### config.mk
export PLATFORM = sky130hd
export DESIGN_NAME = fir_config_sequencer
export DESIGN_NICKNAME = d
export VERILOG_FILES = /design/src/rtl/fir_config_sequencer.sv
export SDC_FILE = /design/constraint.sdc
export NUM_CORES = 1
export LEC_CHECK = 0
export CAP_MARGIN = 20
export CELL_PAD_IN_SITES_DETAIL_PLACEMENT = 0
export CELL_PAD_IN_SITES_GLOBAL_PLACEMENT = 1
export CORE_UTILIZATION = 34
export CTS_BUF_LIST = sky130_fd_sc_hd__clkbuf_4
export DETAILED_ROUTE_END_ITERATION = 10
export PLACE_DENSITY_LB_ADDON = 0.1
export REMOVE_ABC_BUFFERS = 1
export SKIP_LAST_GASP = 1
export SYNTH_ARGS = -nofsm -noshare
export SYNTH_HDL_FRONTEND = slang
export SYNTH_SLANG_ARGS = --single-unit
### constraint.sdc
create_clock -name clk -period 1.9 [get_ports clk]
set_clock_uncertainty 0.15 [all_clocks]
set_input_delay 0.38 -clock clk [delete_from_list [all_inputs] [get_ports clk]]
set_output_delay 0.38 -clock clk [all_outputs]
set_load 0.005 [all_outputs]
### src/rtl/fir_config_sequencer.sv
// fir_config_sequencer: controller that sequences a fir block.
// It loads NTAPS coefficients, waits GAP idle cycles, then streams samples.
// It also captures FIR results, counts them and supervises the FIR error line.
//
// Ports:
//   clk, reset         : clock and synchronous active-high reset
//   cfg_start          : pulse that begins a (re)load of coefficients
//   cfg_coef/valid     : coefficient stream in; cfg_ready is decoded from state only
//   smp_in/valid       : sample stream in; smp_ready is decoded from state only
//   fir_data_in        : data word to the FIR (registered)
//   fir_coef_enable    : coefficient strobe to the FIR (registered)
//   fir_sample_enable  : sample strobe to the FIR (registered)
//   fir_data_out       : result word from the FIR
//   fir_out_enable     : result strobe from the FIR
//   fir_error          : error line from the FIR
//   res_data/res_valid : registered result and its one-cycle strobe
//   cfg_done           : one-cycle pulse on the first RUN cycle
//   busy               : high while in LOAD, GAP or RUN
//   err_flag           : sticky error indication
//   out_count          : number of results since the last cfg_start (wraps)
//
// Optional feature macro: FIR_SEQ_TIMEOUT_EN adds parameter TIMEOUT. When it is
// defined, LOAD errors out after TIMEOUT consecutive cycles without cfg_valid.
module fir_config_sequencer #(
    parameter int unsigned NTAPS = 10,
    parameter int unsigned DW    = 8,
    parameter int unsigned OW    = 16,
    parameter int unsigned GAP   = 1
`ifdef FIR_SEQ_TIMEOUT_EN
    ,
    parameter int unsigned TIMEOUT = 64
`endif
) (
    input  logic          clk,
    input  logic          reset,
    input  logic          cfg_start,
    input  logic [DW-1:0] cfg_coef,
    input  logic          cfg_valid,
    output logic          cfg_ready,
    input  logic [DW-1:0] smp_in,
    input  logic          smp_valid,
    output logic          smp_ready,
    output logic [DW-1:0] fir_data_in,
    output logic          fir_coef_enable,
    output logic          fir_sample_enable,
    input  logic [OW-1:0] fir_data_out,
    input  logic          fir_out_enable,
    input  logic          fir_error,
    output logic [OW-1:0] res_data,
    output logic          res_valid,
    output logic          cfg_done,
    output logic          busy,
    output logic          err_flag,
    output logic [15:0]   out_count
);

    localparam int unsigned CW = 8;
    localparam int unsigned GW = 4;

    localparam logic [2:0] ST_IDLE = 3'd0;
    localparam logic [2:0] ST_LOAD = 3'd1;
    localparam logic [2:0] ST_GAP  = 3'd2;
    localparam logic [2:0] ST_RUN  = 3'd3;
    localparam logic [2:0] ST_ERR  = 3'd4;

    logic [2:0]    state_q, state_d;
    logic [CW-1:0] coef_cnt_q, coef_cnt_d;
    logic [GW-1:0] gap_cnt_q, gap_cnt_d;
    logic [DW-1:0] data_q, data_d;
    logic          coef_en_q, coef_en_d;
    logic          smp_en_q, smp_en_d;
    logic [OW-1:0] res_data_q, res_data_d;
    logic          res_valid_q, res_valid_d;
    logic          cfg_done_q, cfg_done_d;
    logic          busy_q, busy_d;
    logic          err_flag_q, err_flag_d;
    logic [15:0]   out_count_q, out_count_d;

`ifdef FIR_SEQ_TIMEOUT_EN
    localparam int unsigned TW = $clog2(TIMEOUT + 1);
    logic [TW-1:0] idle_cnt_q, idle_cnt_d;
`endif

    // Readies depend on state only, never on the valid inputs.
    assign cfg_ready = (state_q == ST_LOAD);
    assign smp_ready = (state_q == ST_RUN);

    // Next-state and registered-output decode.
    always_comb begin
        state_d     = state_q;
        coef_cnt_d  = coef_cnt_q;
        gap_cnt_d   = gap_cnt_q;
        data_d      = data_q;
        coef_en_d   = 1'b0;
        smp_en_d    = 1'b0;
        res_data_d  = res_data_q;
        res_valid_d = 1'b0;
        out_count_d = out_count_q;
        err_flag_d  = err_flag_q;
`ifdef FIR_SEQ_TIMEOUT_EN
        idle_cnt_d  = idle_cnt_q;
`endif

        // Result capture is live in every state except ERR.
        if (fir_out_enable && (state_q != ST_ERR)) begin
            res_data_d  = fir_data_out;
            res_valid_d = 1'b1;
            out_count_d = out_count_q + 16'd1;
        end

        case (state_q)
            ST_LOAD: begin
                if (cfg_valid) begin
                    data_d     = cfg_coef;
                    coef_en_d  = 1'b1;
                    coef_cnt_d = coef_cnt_q + CW'(1);
`ifdef FIR_SEQ_TIMEOUT_EN
                    idle_cnt_d = '0;
`endif
                    if (coef_cnt_q == CW'(NTAPS - 1)) begin
                        state_d   = ST_GAP;
                        gap_cnt_d = '0;
                    end
                end
`ifdef FIR_SEQ_TIMEOUT_EN
                else if (idle_cnt_q == TW'(TIMEOUT - 1)) begin
                    state_d    = ST_ERR;
                    err_flag_d = 1'b1;
                end else begin
                    idle_cnt_d = idle_cnt_q + TW'(1);
                end
`endif
            end
            // GAP spans the last coefficient cycle plus GAP idle cycles.
            ST_GAP: begin
                if (gap_cnt_q == GW'(GAP)) begin
                    state_d = ST_RUN;
                end else begin
                    gap_cnt_d = gap_cnt_q + GW'(1);
                end
            end
            ST_RUN: begin
                if (smp_valid) begin
                    data_d   = smp_in;
                    smp_en_d = 1'b1;
                end
            end
            default: ;
        endcase

        // fir_error beats cfg_start; a sample accepted alongside cfg_start is kept.
        if (fir_error && (state_q != ST_IDLE)) begin
            state_d    = ST_ERR;
            err_flag_d = 1'b1;
            coef_en_d  = 1'b0;
            smp_en_d   = 1'b0;
        end else if (cfg_start) begin
            state_d     = ST_LOAD;
            coef_cnt_d  = '0;
            out_count_d = '0;
            err_flag_d  = 1'b0;
            coef_en_d   = 1'b0;
`ifdef FIR_SEQ_TIMEOUT_EN
            idle_cnt_d  = '0;
`endif
        end

        cfg_done_d = (state_d == ST_RUN) && (state_q != ST_RUN);
        busy_d     = (state_d == ST_LOAD) || (state_d == ST_GAP) || (state_d == ST_RUN);
    end

    // State and output registers.
    always_ff @(posedge clk) begin
        if (reset) begin
            state_q     <= ST_IDLE;
            coef_cnt_q  <= '0;
            gap_cnt_q   <= '0;
            data_q      <= '0;
            coef_en_q   <= 1'b0;
            smp_en_q    <= 1'b0;
            res_data_q  <= '0;
            res_valid_q <= 1'b0;
            cfg_done_q  <= 1'b0;
            busy_q      <= 1'b0;
            err_flag_q  <= 1'b0;
            out_count_q <= '0;
`ifdef FIR_SEQ_TIMEOUT_EN
            idle_cnt_q  <= '0;
`endif
        end else begin
            state_q     <= state_d;
            coef_cnt_q  <= coef_cnt_d;
            gap_cnt_q   <= gap_cnt_d;
            data_q      <= data_d;
            coef_en_q   <= coef_en_d;
            smp_en_q    <= smp_en_d;
            res_data_q  <= res_data_d;
            res_valid_q <= res_valid_d;
            cfg_done_q  <= cfg_done_d;
            busy_q      <= busy_d;
            err_flag_q  <= err_flag_d;
            out_count_q <= out_count_d;
`ifdef FIR_SEQ_TIMEOUT_EN
            idle_cnt_q  <= idle_cnt_d;
`endif
        end
    end

    assign fir_data_in       = data_q;
    assign fir_coef_enable   = coef_en_q;
    assign fir_sample_enable = smp_en_q;
    assign res_data          = res_data_q;
    assign res_valid         = res_valid_q;
    assign cfg_done          = cfg_done_q;
    assign busy              = busy_q;
    assign err_flag          = err_flag_q;
    assign out_count         = out_count_q;

endmodule

==> Word-level counts from Yosys, hierarchy flattened <==
Cells that the tools add are included.
{ "totals": {"latch_bits": 0, "wordCells": 69, "rom_bits": 0, "mem_bits_rw": 0, "input_bits": 39, "memories": 0, "ff_bits": 61, "output_inout_bits": 48} }
{ "classes": {"n_shift": 0, "multipliers": 0, "add_sub_neg": 3, "n_mux": 25, "n_eq_ne": 14, "n_reduce_logical": 13, "n_lt_le_gt_ge": 0, "div_mod_pow": 0, "bitwise": 2} }
{ "op_table": {"columns": ["operator", "count"], "rows": [
  ["$mux W16", 3],
  ["$mux W8", 6],
  ["$add A16 B1 Y16 const B", 1],
  ["$pmux W8 S2", 1],
  ["$mux W3", 5],
  ["$eq A3 B2 Y1 const B", 4],
  ["$mux W4", 3],
  ["$add A8 B1 Y8 const B", 1],
  ["$eq A8 B4 Y1 const B", 1],
  ["$pmux W4 S2", 1],
  ["$eq A3 B1 Y1 const B", 2],
  ["$ne A2 B2 Y1 const B", 3],
  ["$pmux W3 S2", 1],
  ["$reduce_bool A2 Y1", 3],
  ["$mux W1", 5],
  ["$add A4 B1 Y4 const B", 1],
  ["$eq A4 B1 Y1 const B", 1],
  ["$reduce_and A4 Y1", 1],
  ["$reduce_or A4 Y1", 1],
  ["$logic_and A1 B1 Y1", 3],
  ["$ne A3 B2 Y1 const B", 1],
  ["$ne A3 B3 Y1 const B", 1],
  ["$reduce_and A3 Y1", 1],
  ["$reduce_bool A3 Y1", 1],
  ["4 further kinds", 6]
]} }

==> Logic depth before layout (Yosys ltp) <==
Gate-level depths: netlist of run 1.
{ "depth": {"word_depth": 9, "ltp_mapped": 8, "mapped_depth_nobuf": 6} }

==> Worst setup path after synthesis of run 1 <==
No wires, ideal clock.
{ "synth_timing": {"kind": "register -> register", "startpoint": "reg coef_cnt_q[0]", "endpoint": "reg busy_q, in the netlist busy", "path_stages_with_launch": 6, "period_less_slack_ns": 1.751, "setup_time_ns": 0.133, "t_arrival_ns": 1.468, "slack_ns": 0.149, "path_buffers": 0, "required_ns": 1.617, "path_cell_list": "dfxtp_1 ha_1 nor4bb_1 nand2_1 a221oi_1 o32ai_1"} }
{ "synth_via": {"elab_chain_cells": 9, "word_cells_on_any_way": 11, "cone_classes": "4 x eq/ne; 5 x mux; 2 x reduce/logical"} }
{ "synth_rtl": {"columns": ["item", "line", "rtl"], "rows": [
  ["start, declared", "67", "logic [CW-1:0] coef_cnt_q, coef_cnt_d;"],
  ["start signal, assigned", "192", "coef_cnt_q <= coef_cnt_d;"],
  ["$eq A8 B4 Y1 *", "120", "if (coef_cnt_q == CW'(NTAPS - 1)) begin"],
  ["$mux W3 *", "120", null],
  ["$mux W3 *", "113", "if (cfg_valid) begin"],
  ["$pmux W3 S2 *", "111", "case (state_q)"],
  ["$mux W3 *", "157", "end else if (cfg_start) begin"],
  ["$mux W3 *", "152", "if (fir_error && (state_q != ST_IDLE)) begin"],
  ["$eq A3 B1 Y1 / $eq A3 B2 Y1 (equally long branches)", "169", "busy_d = (state_d == ST_LOAD) || (state_d == ST_GAP) || (state_d == ST_RUN);"],
  ["$logic_or A1 B1 Y1", "169", null],
  ["$logic_or A1 B1 Y1 *", "169", null],
  ["end signal, assigned", "200", "busy_q <= busy_d;"],
  ["end, declared", "75", "logic busy_q, busy_d;"]
]} }
Every way passes the cells marked *; elsewhere a longest branch is shown, timed or not.
A chain may end at the register's enable or synchronous reset.

==> Worst setup path after layout of run 1 <==
{ "layout_timing": {"startpoint": "reg out_count_q[0], in the netlist out_count[0]", "endpoint": "out out_count[0]"} }
{ "layout_lines": {"columns": ["item", "line", "rtl"], "rows": [
  ["start, declared", "77", "logic [15:0] out_count_q, out_count_d;"],
  ["start signal, assigned", "202", "out_count_q <= out_count_d;"],
  ["end, declared", "54", "output logic [15:0] out_count"]
]} }
No word-level cell between the ends.

==> flow_metrics.tcl, run 1 <==
set metrics [dict create \
    final_hold_viol_count 0 \
    fmax_ghz 0.548 \
    crit_cells 1 \
    die_area_um2 7980 \
    grt_overflow 0 \
    worstHoldPathCells 2 \
    dp_hpwl_um 4580 \
    grt_antenna_before_repair 0 \
    peakVddDrop_v 0.000337 \
    drt_first_pass_iters 4 \
    drive_gt1_share_pct 19.0 \
    yosys_most_used_dff "dfxtp_1" \
    hold_class "flop to flop" \
    grt_pass1_vias 2220 \
    setup-violations-final 0 \
    yosysTopAreaCell "dfxtp_1" \
    fin_tns_setup_ns 0 \
    synth.area.top_cells "dfxtp_1, nand2_1, a21oi_1" \
    clk_pin_slew_worst_paths_ns 0.11 \
    clk-insertion-delay-late_ns 0.40 \
    timing.critical_path.buf_inv 1 \
    synth_top_area_share_pct 47.1 \
    synth-edff-count 0 \
    vias_per_cell 4.67 \
    whs_ns 0.309 \
    maxCapViolations 0 \
    synth_top_family_by_area "simple AND/OR/NAND/NOR gates" \
    max_stage_delay_ns 0.52 \
    cts_sinks 61 \
    instances_no_fill 526 \
    async_flop_share_pct 0 \
    io_buffer_count 86 \
    yosysUniqueCellTypes 43 \
    crit_chain "clkdlybuf4s50_1" \
    yosys.area_share.simple_pct 27.4 \
    min_period_ns 1.82 \
    clockRootBuffer "clkbuf_4" \
    grt_first_pass_wirelength_um 10300 \
    synthCells 303 \
    synth_adder_area_share_pct 2.41 \
    syn_avg_cell_area_um2 8.56 \
    crit_path_start "out_count[0]" \
    drc 0 \
    rsz0062_at_grt "true" \
    synthMuxAreaShare_pct 1.25 \
    diodes 0 \
    worst_slew_pin_slew_ns 0.437 \
    cp_slowest_cell "clkdlybuf4s50_1" \
    leakagePower_uw 0.00149 \
    fin_crit_sh_pct 96.0 \
    min-delay-start "res_data[4]" \
    cts_tree "built" \
    wire_per_inst_um 12.0 \
    postRouteAntennaNets 0 \
    gp_congestion 0.753 \
    pre_cts_ws_ns -0.308 \
    critPathTopFamily "buffers and inverters" \
    coreArea_um2 7330 \
    post-place-cells 508 \
    htreeDepth 3 \
    numCtsBuffers 9 \
    slew_viol_final 0 \
    ys_seq_area_share_pct 47.1 \
    die_y_um 89.3 \
    yosysWarningCount 0 \
    initial_core_util_pct 35.4 \
    ys_ff_latch 61 \
    cp-end-kind "primary output" \
    cts_buffer_depth 2 \
    nets 466 \
    worstPathArrival_ns 1.29 \
    cp-start-kind "flop" \
    r2r-start "coef_cnt_q[1]" \
    synth.most_common_cell "dfxtp_1" \
    status "completed" \
    vias 2456 \
    die_x_um 89.3 \
    power_uw 2460 \
    netlist_area_um2 2590 \
    reg2reg_slack_ns 0.08 \
    wirelength_um 6300 \
    critical_path_class "flop to primary output" \
    worstPathMaxFanout 4 \
    slew_headroom_pct 70.7 \
    synthXorXnorAreaFrac_pct 6.08 \
    required_ns 1.37 \
    track_usage_pct 17.0 \
    reg2regPathDepth 8 \
    cellPowerDensity_nw_per_um2 620 \
    grt_max_degree 26 \
    area_delta_synth_final_pct 52.8 \
    io_pins 87 \
    synth-compound-area-share_pct 11.9 \
    rows 31 \
    drt_iter0_drc 71 \
    worst_slack_ns 0.0758 \
    synth_commonest_cells "dfxtp_1, nand2_1, nor2_1" \
]
-- path summary, 6_finish.rpt --
check	end
max	out_count[0]
min	res_data[4]
max reg2reg	busy
min reg2reg	res_data[4]
-- cell families after synthesis --
kind of cell,Yosys count
AOI/OAI and AO/OA,51
xor gates and xnor gates,18
adders and majority gates,5
buffers and inverters,21
DFF,61
muxes,3
and+or+nand+nor,144
-- flip-flops by register name, indices dropped and copies added (netlist names), 3 cells and up --
| signal | flops |
|---|---|
| fir_data_in | 8 |
| gap_cnt_q | 4 |
| out_count | 16 |
| coef_cnt_q | 8 |
| state_q | 3 |
| res_data | 16 |
-- per-stage QoR --
step                instance area, um2  utilization, %
CTS                               3910            53.4
floorplan                         2520               -
global route                      3960            54.1
global placement                  3780            51.5
detailed placement                3780            51.5
finish                            3960            54.1
-- where the power goes --
group	switching (uW)	internal [uW]
Clock	485	259
Sequential	23.8	1310
Combinational	145	230
-- per-layer routing --
layer	GRT usage, %	vias to the layer above	share of wire, %
met5	0	-	0
met4	6.20	0	1.6
met3	6.56	11	5.3
met2	27.1	51	47
met1	20.8	1116	46
li1	-	1278	-
-- area by class of cell --
class / instances / area (um2)
Multi-Input combinational cell: 221 / 1300
Clock inverter: 7 / 42.5
Fill cell: 674 / 3370
Timing Repair Buffer: 123 / 1150
Inverter: 6 / 22.5
Tap cell: 99 / 124
Sequential cell: 61 / 1260
Clock buffer: 9 / 67.6
-- timing repair --
| item | in CTS | in global routing |
|---|---|---|
| hold buffers | 0 | 0 |
| hold endpoints to repair | 0 | 0 |
| setup endpoints to repair | 12 | 23 |
| resized for setup | 17 | 15 |
| setup buffers | 0 | 2 |
-- cells in the final DEF, fill, tap and decap left out, drive strengths merged --
cell and count:
clkinv 5, clkbuf 9, dfxtp 61, nor2 33, nor4bb 2, and3b 2
nand2 61, a211oi 2, nor4 1, or4 1, a21o 3, nor4b 4
clkdlybuf4s15 2, a311oi 8, a21oi 27, a221oi 1, and4 1, o32ai 1
nand3 3, buf 37, nor2b 5, and2 1, nand4 9, clkdlybuf4s50 84
o21ai 8, nor3 4, xnor2 12, mux2 2, nor3b 5, and3 3
xor2 6, o31ai 1, nand2b 3, inv 6, clkinvlp 2, mux2i 1
or3 6, ha 5
(Power assumes the default switching activity.)
==> run 2: changes to the inputs <==
==> constraint.sdc (replaced) <==
create_clock -name clk -period 1.9 [get_ports clk]
set_clock_uncertainty 0.15 [all_clocks]
set_input_delay 0.285 -clock clk [delete_from_list [all_inputs] [get_ports clk]]
set_output_delay 0.285 -clock clk [all_outputs]
set_load 0.005 [all_outputs]
==> flow_metrics.tcl, run 2 (synthesized netlist as in run 1, its figures left out) <==
set metrics [dict create \
    multi_input_area_um2 1330 \
    vias 2491 \
    wirelength_um 6610 \
    min_period_ns 1.85 \
    seq_area_um2 1230 \
    cellPowerDensity_nw_per_um2 616 \
    cp-start-kind "flop" \
    nFillCells 705 \
    clockRootBuffer "clkbuf_4" \
    coreArea_um2 7330 \
    rsz0062_at_grt "true" \
    worstPathMaxFanout 4 \
    required_ns 1.46 \
    initial_core_util_pct 35.4 \
    drt-met1-wl_um 3190 \
    routed.top_layer "met4" \
    fin_crit_sh_pct 97.1 \
    drive_gt1_share_pct 15.7 \
    grt_antenna_before_repair 0 \
    drc 0 \
    diodes 0 \
    max_stage_delay_ns 0.36 \
    cts_tree "built" \
    layout_commonest_cell "clkdlybuf4s50_1" \
    die_area_um2 7980 \
    nets 466 \
    final_cell_area_um2 3950 \
    cts_buffer_depth 2 \
    slew_headroom_pct 68.6 \
    met3_length_um 329 \
    critPathTopFamily "buffers and inverters" \
    grt_max_degree 19 \
    drt_iter0_drc 76 \
    clk_pin_slew_worst_paths_ns 0.10 \
    slew_viol_final 0 \
    timing.critical_path.buf_inv 3 \
    power_uw 2440 \
    final_cell_mix "clkdlybuf4s50_1, nand2_1, dfxtp_1, buf_4, nor2_1" \
    place_area_um2 3770 \
    cts_sinks 61 \
    postRouteAntennaNets 0 \
    gp_congestion 0.851 \
    dp_hpwl_um 4720 \
    ctsHoldBuffers 0 \
    hold_class "input pin to flop" \
    rows 31 \
    clk-insertion-delay-late_ns 0.39 \
    wire_per_inst_um 12.6 \
    reg2reg_slack_ns 0.08 \
    die_x_um 89.3 \
    setup-violations-final 0 \
    worstPathArrival_ns 1.41 \
    track_usage_pct 17.1 \
    grt_pass1_vias 2204 \
    worst_slew_pin_slew_ns 0.469 \
    htreeDepth 3 \
    leakagePower_uw 0.00150 \
    io_pins 87 \
    wl_met2_um 3010 \
    vias_per_cell 4.74 \
    cp_slowest_cell "dfxtp_4" \
    fmax_ghz 0.542 \
    io_buffer_count 86 \
    die_y_um 89.3 \
    peakVddDrop_v 0.000405 \
    fin_tns_setup_ns 0 \
    area_delta_synth_final_pct 52.4 \
    critical_path_class "flop to primary output" \
    finish.utilization_pct 53.9 \
    grt_first_pass_wirelength_um 10300 \
    cp-end-kind "primary output" \
    numCtsBuffers 9 \
    drt_first_pass_iters 4 \
    final_hold_viol_count 0 \
    grt_overflow 0 \
    crit_chain "nor2b_4 -> buf_4 -> nand2_2 -> inv_2 -> dlygate4sd2_1" \
    status "completed" \
    maxCapViolations 0 \
]
==> run 2: cell type report <==
type / count / share of cell area, %
clock buffer: 11 / 2.09
clock inverter: 4 / 0.411
inverter: 6 / 0.570
multi-input combinational: 221 / 33.5
sequential: 61 / 31.1
tap: 99 / 3.13
timing repair buffer: 123 / 29.1
==> run 2: final timing paths <==
path,start,depth (start not counted),end
setup reg to reg,gap_cnt_q[0],5,busy
setup / recovery,state_q[0],5,smp_ready
hold / removal,fir_data_out[11],3,res_data[11]
hold reg to reg,res_data[0],2,res_data[0]
==> run 2: stage by stage <==
stage	hold WS (ns)	cells	setup slack (ns)
after CTS	0.264	523	-0.117
after global placement	0.291	507	-0.0906
final	0.292	525	0.0547
after floorplan	0.204	288	-0.384
after global routing	0.266	525	-0.0790
after detailed placement	0.297	507	-0.164
==> run 2: timing repair <==
action | in CTS | in global routing
endpoints found under the setup margin | 2 | 32
resized for setup | 8 | 9
setup buffers | 1 | 2
==> run 2: report_power, final <==
group | switching, uW | leakage, uW | internal, uW | total (uW)
registers | 24.5 | 0.000498 | 1320 | 1350
logic | 152 | 0.000943 | 228 | 380
clock network | 434 | 0.0000592 | 277 | 712
==> run 2: metal layers <==
layer,up-vias,GRT usage [%]
li1,1283,-
met1,1140,22.1
met2,61,26.5
met3,7,4.89
met4,0,7.50
met5,-,0
==> run 2: worst reg2reg max path, stage by stage, from the launching register on <==
cell	delay (ns)
dfxtp_1	0.41
ha_1	0.16
nor3b_1	0.39
a221oi_1	0.15
buf_4	0.18
o32ai_1	0.28
==> run 3: changes to the inputs <==
Settings changed: CORE_MARGIN set to 8, REMOVE_ABC_BUFFERS 1 to unset.
==> flow_metrics.tcl, run 3 (synthesized netlist as in run 1, its figures left out) <==
set metrics [dict create \
    worstPathArrival_ns 1.37 \
    fin_tns_setup_ns 0 \
    maxCapViolations 0 \
    slew_headroom_pct 69.8 \
    track_usage_pct 13.1 \
    grt_pass1_vias 2366 \
    pre_cts_ws_ns -0.176 \
    layout_commonest_cell "clkdlybuf4s50_1" \
    fmax_ghz 0.554 \
    wirelength_um 6990 \
    die_area_um2 10700 \
    grt_overflow 0 \
    required_ns 1.46 \
    numCtsBuffers 9 \
    vias 2441 \
    clk_pin_slew_worst_paths_ns 0.10 \
    vias_per_cell 4.64 \
    rsz0062_at_grt "true" \
    drc 0 \
    status "completed" \
    cts_buffer_depth 2 \
    reg2reg_slack_ns 0.14 \
    grt_antenna_before_repair 0 \
    clockRootBuffer "clkbuf_4" \
    drt_iter0_drc 83 \
    place_area_um2 3760 \
    peakVddDrop_v 0.000401 \
    setup-violations-final 0 \
    die_y_um 103 \
    area_delta_synth_final_pct 54.3 \
    leakagePower_uw 0.00153 \
    drive_gt1_share_pct 14.6 \
    io_pins 87 \
    critical_path_class "flop to primary output" \
    diodes 0 \
    gp_congestion 0.840 \
    io_buffer_count 86 \
    min_period_ns 1.80 \
    coreArea_um2 7570 \
    slew_viol_final 0 \
    syn_nets 347 \
    final_hold_viol_count 0 \
    final_cell_area_um2 4000 \
    clk-insertion-delay-late_ns 0.40 \
    cp-end-kind "primary output" \
    htreeDepth 3 \
    dp_hpwl_um 5170 \
    postRouteAntennaNets 0 \
    die_x_um 103 \
    drt_first_pass_iters 4 \
    initial_core_util_pct 34.3 \
    grt_max_degree 26 \
    nets 463 \
    final_cell_mix "clkdlybuf4s50_1, nand2_1, dfxtp_1, nor2_1, buf_4" \
    worst_slack_ns 0.0963 \
    cellPowerDensity_nw_per_um2 713 \
    worstPathMaxFanout 5 \
    grt_first_pass_wirelength_um 11000 \
    hold_class "input pin to flop" \
    wire_per_inst_um 13.3 \
    fin_crit_sh_pct 94.9 \
    ctsHoldBuffers 0 \
    cts_tree "built" \
    cts_sinks 61 \
    worst_slew_pin_slew_ns 0.452 \
    cp-start-kind "flop" \
    rows 32 \
]
-- run 3: final timing paths --
check,start,to,depth (start not counted)
max,state_q[2],cfg_ready,4
min,fir_data_out[9],res_data[9],3
min reg2reg,res_data[2],res_data[2],2
max reg2reg,state_q[0],coef_cnt_q[7],7
-- run 3: per-stage QoR --
stage / std cells / hold WS, ns / power, uW / util, %
3_5_place_dp: 507 / 0.298 / 1740 / 49.7
2_1_floorplan: 303 / 0.211 / 1510 / -
4_1_cts: 525 / 0.251 / 2890 / 52.5
3_3_place_gp: 507 / 0.291 / 1740 / 49.7
6_report: 526 / 0.280 / 2850 / 52.9
5_1_grt: 526 / 0.256 / 3000 / 52.9
-- run 3: where the power goes --
group	switching [uW]	internal, uW
clock	461	669
combinational	149	227
sequential	22.5	1320
-- run 3: final cells by class --
cell class,count,area [um2]
Sequential cell,61,1230
Inverter,6,25.0
Timing Repair Buffer,120,1140
Clock inverter,6,101
Fill cell,716,3570
Tap cell,102,128
Clock buffer,10,75.1
Multi-Input combinational cell,221,1300
-- run 3: worst max-delay path: stages, from the launching register on --
cell and delay (ns):
dfxtp_4 0.37, nor2b_4 0.13, buf_4 0.12, nor2b_4 0.12, dlygate4sd2_1 0.24
-- run 3: layer usage --
layer	GRT usage (%)	up-vias	wire length (um)	part of all wire (%)
met5	0	-	0	0
met4	5.34	0	75	1.1
met3	4.28	5	461	6.6
met2	20.3	52	3210	46
met1	16.4	1108	3240	46
li1	-	1276	-	-
-- run 3: repair_timing --
action,4_1_cts,5_1_grt
setup endpoints to repair,2,12
setup buffers,2,1
resized for setup,8,5
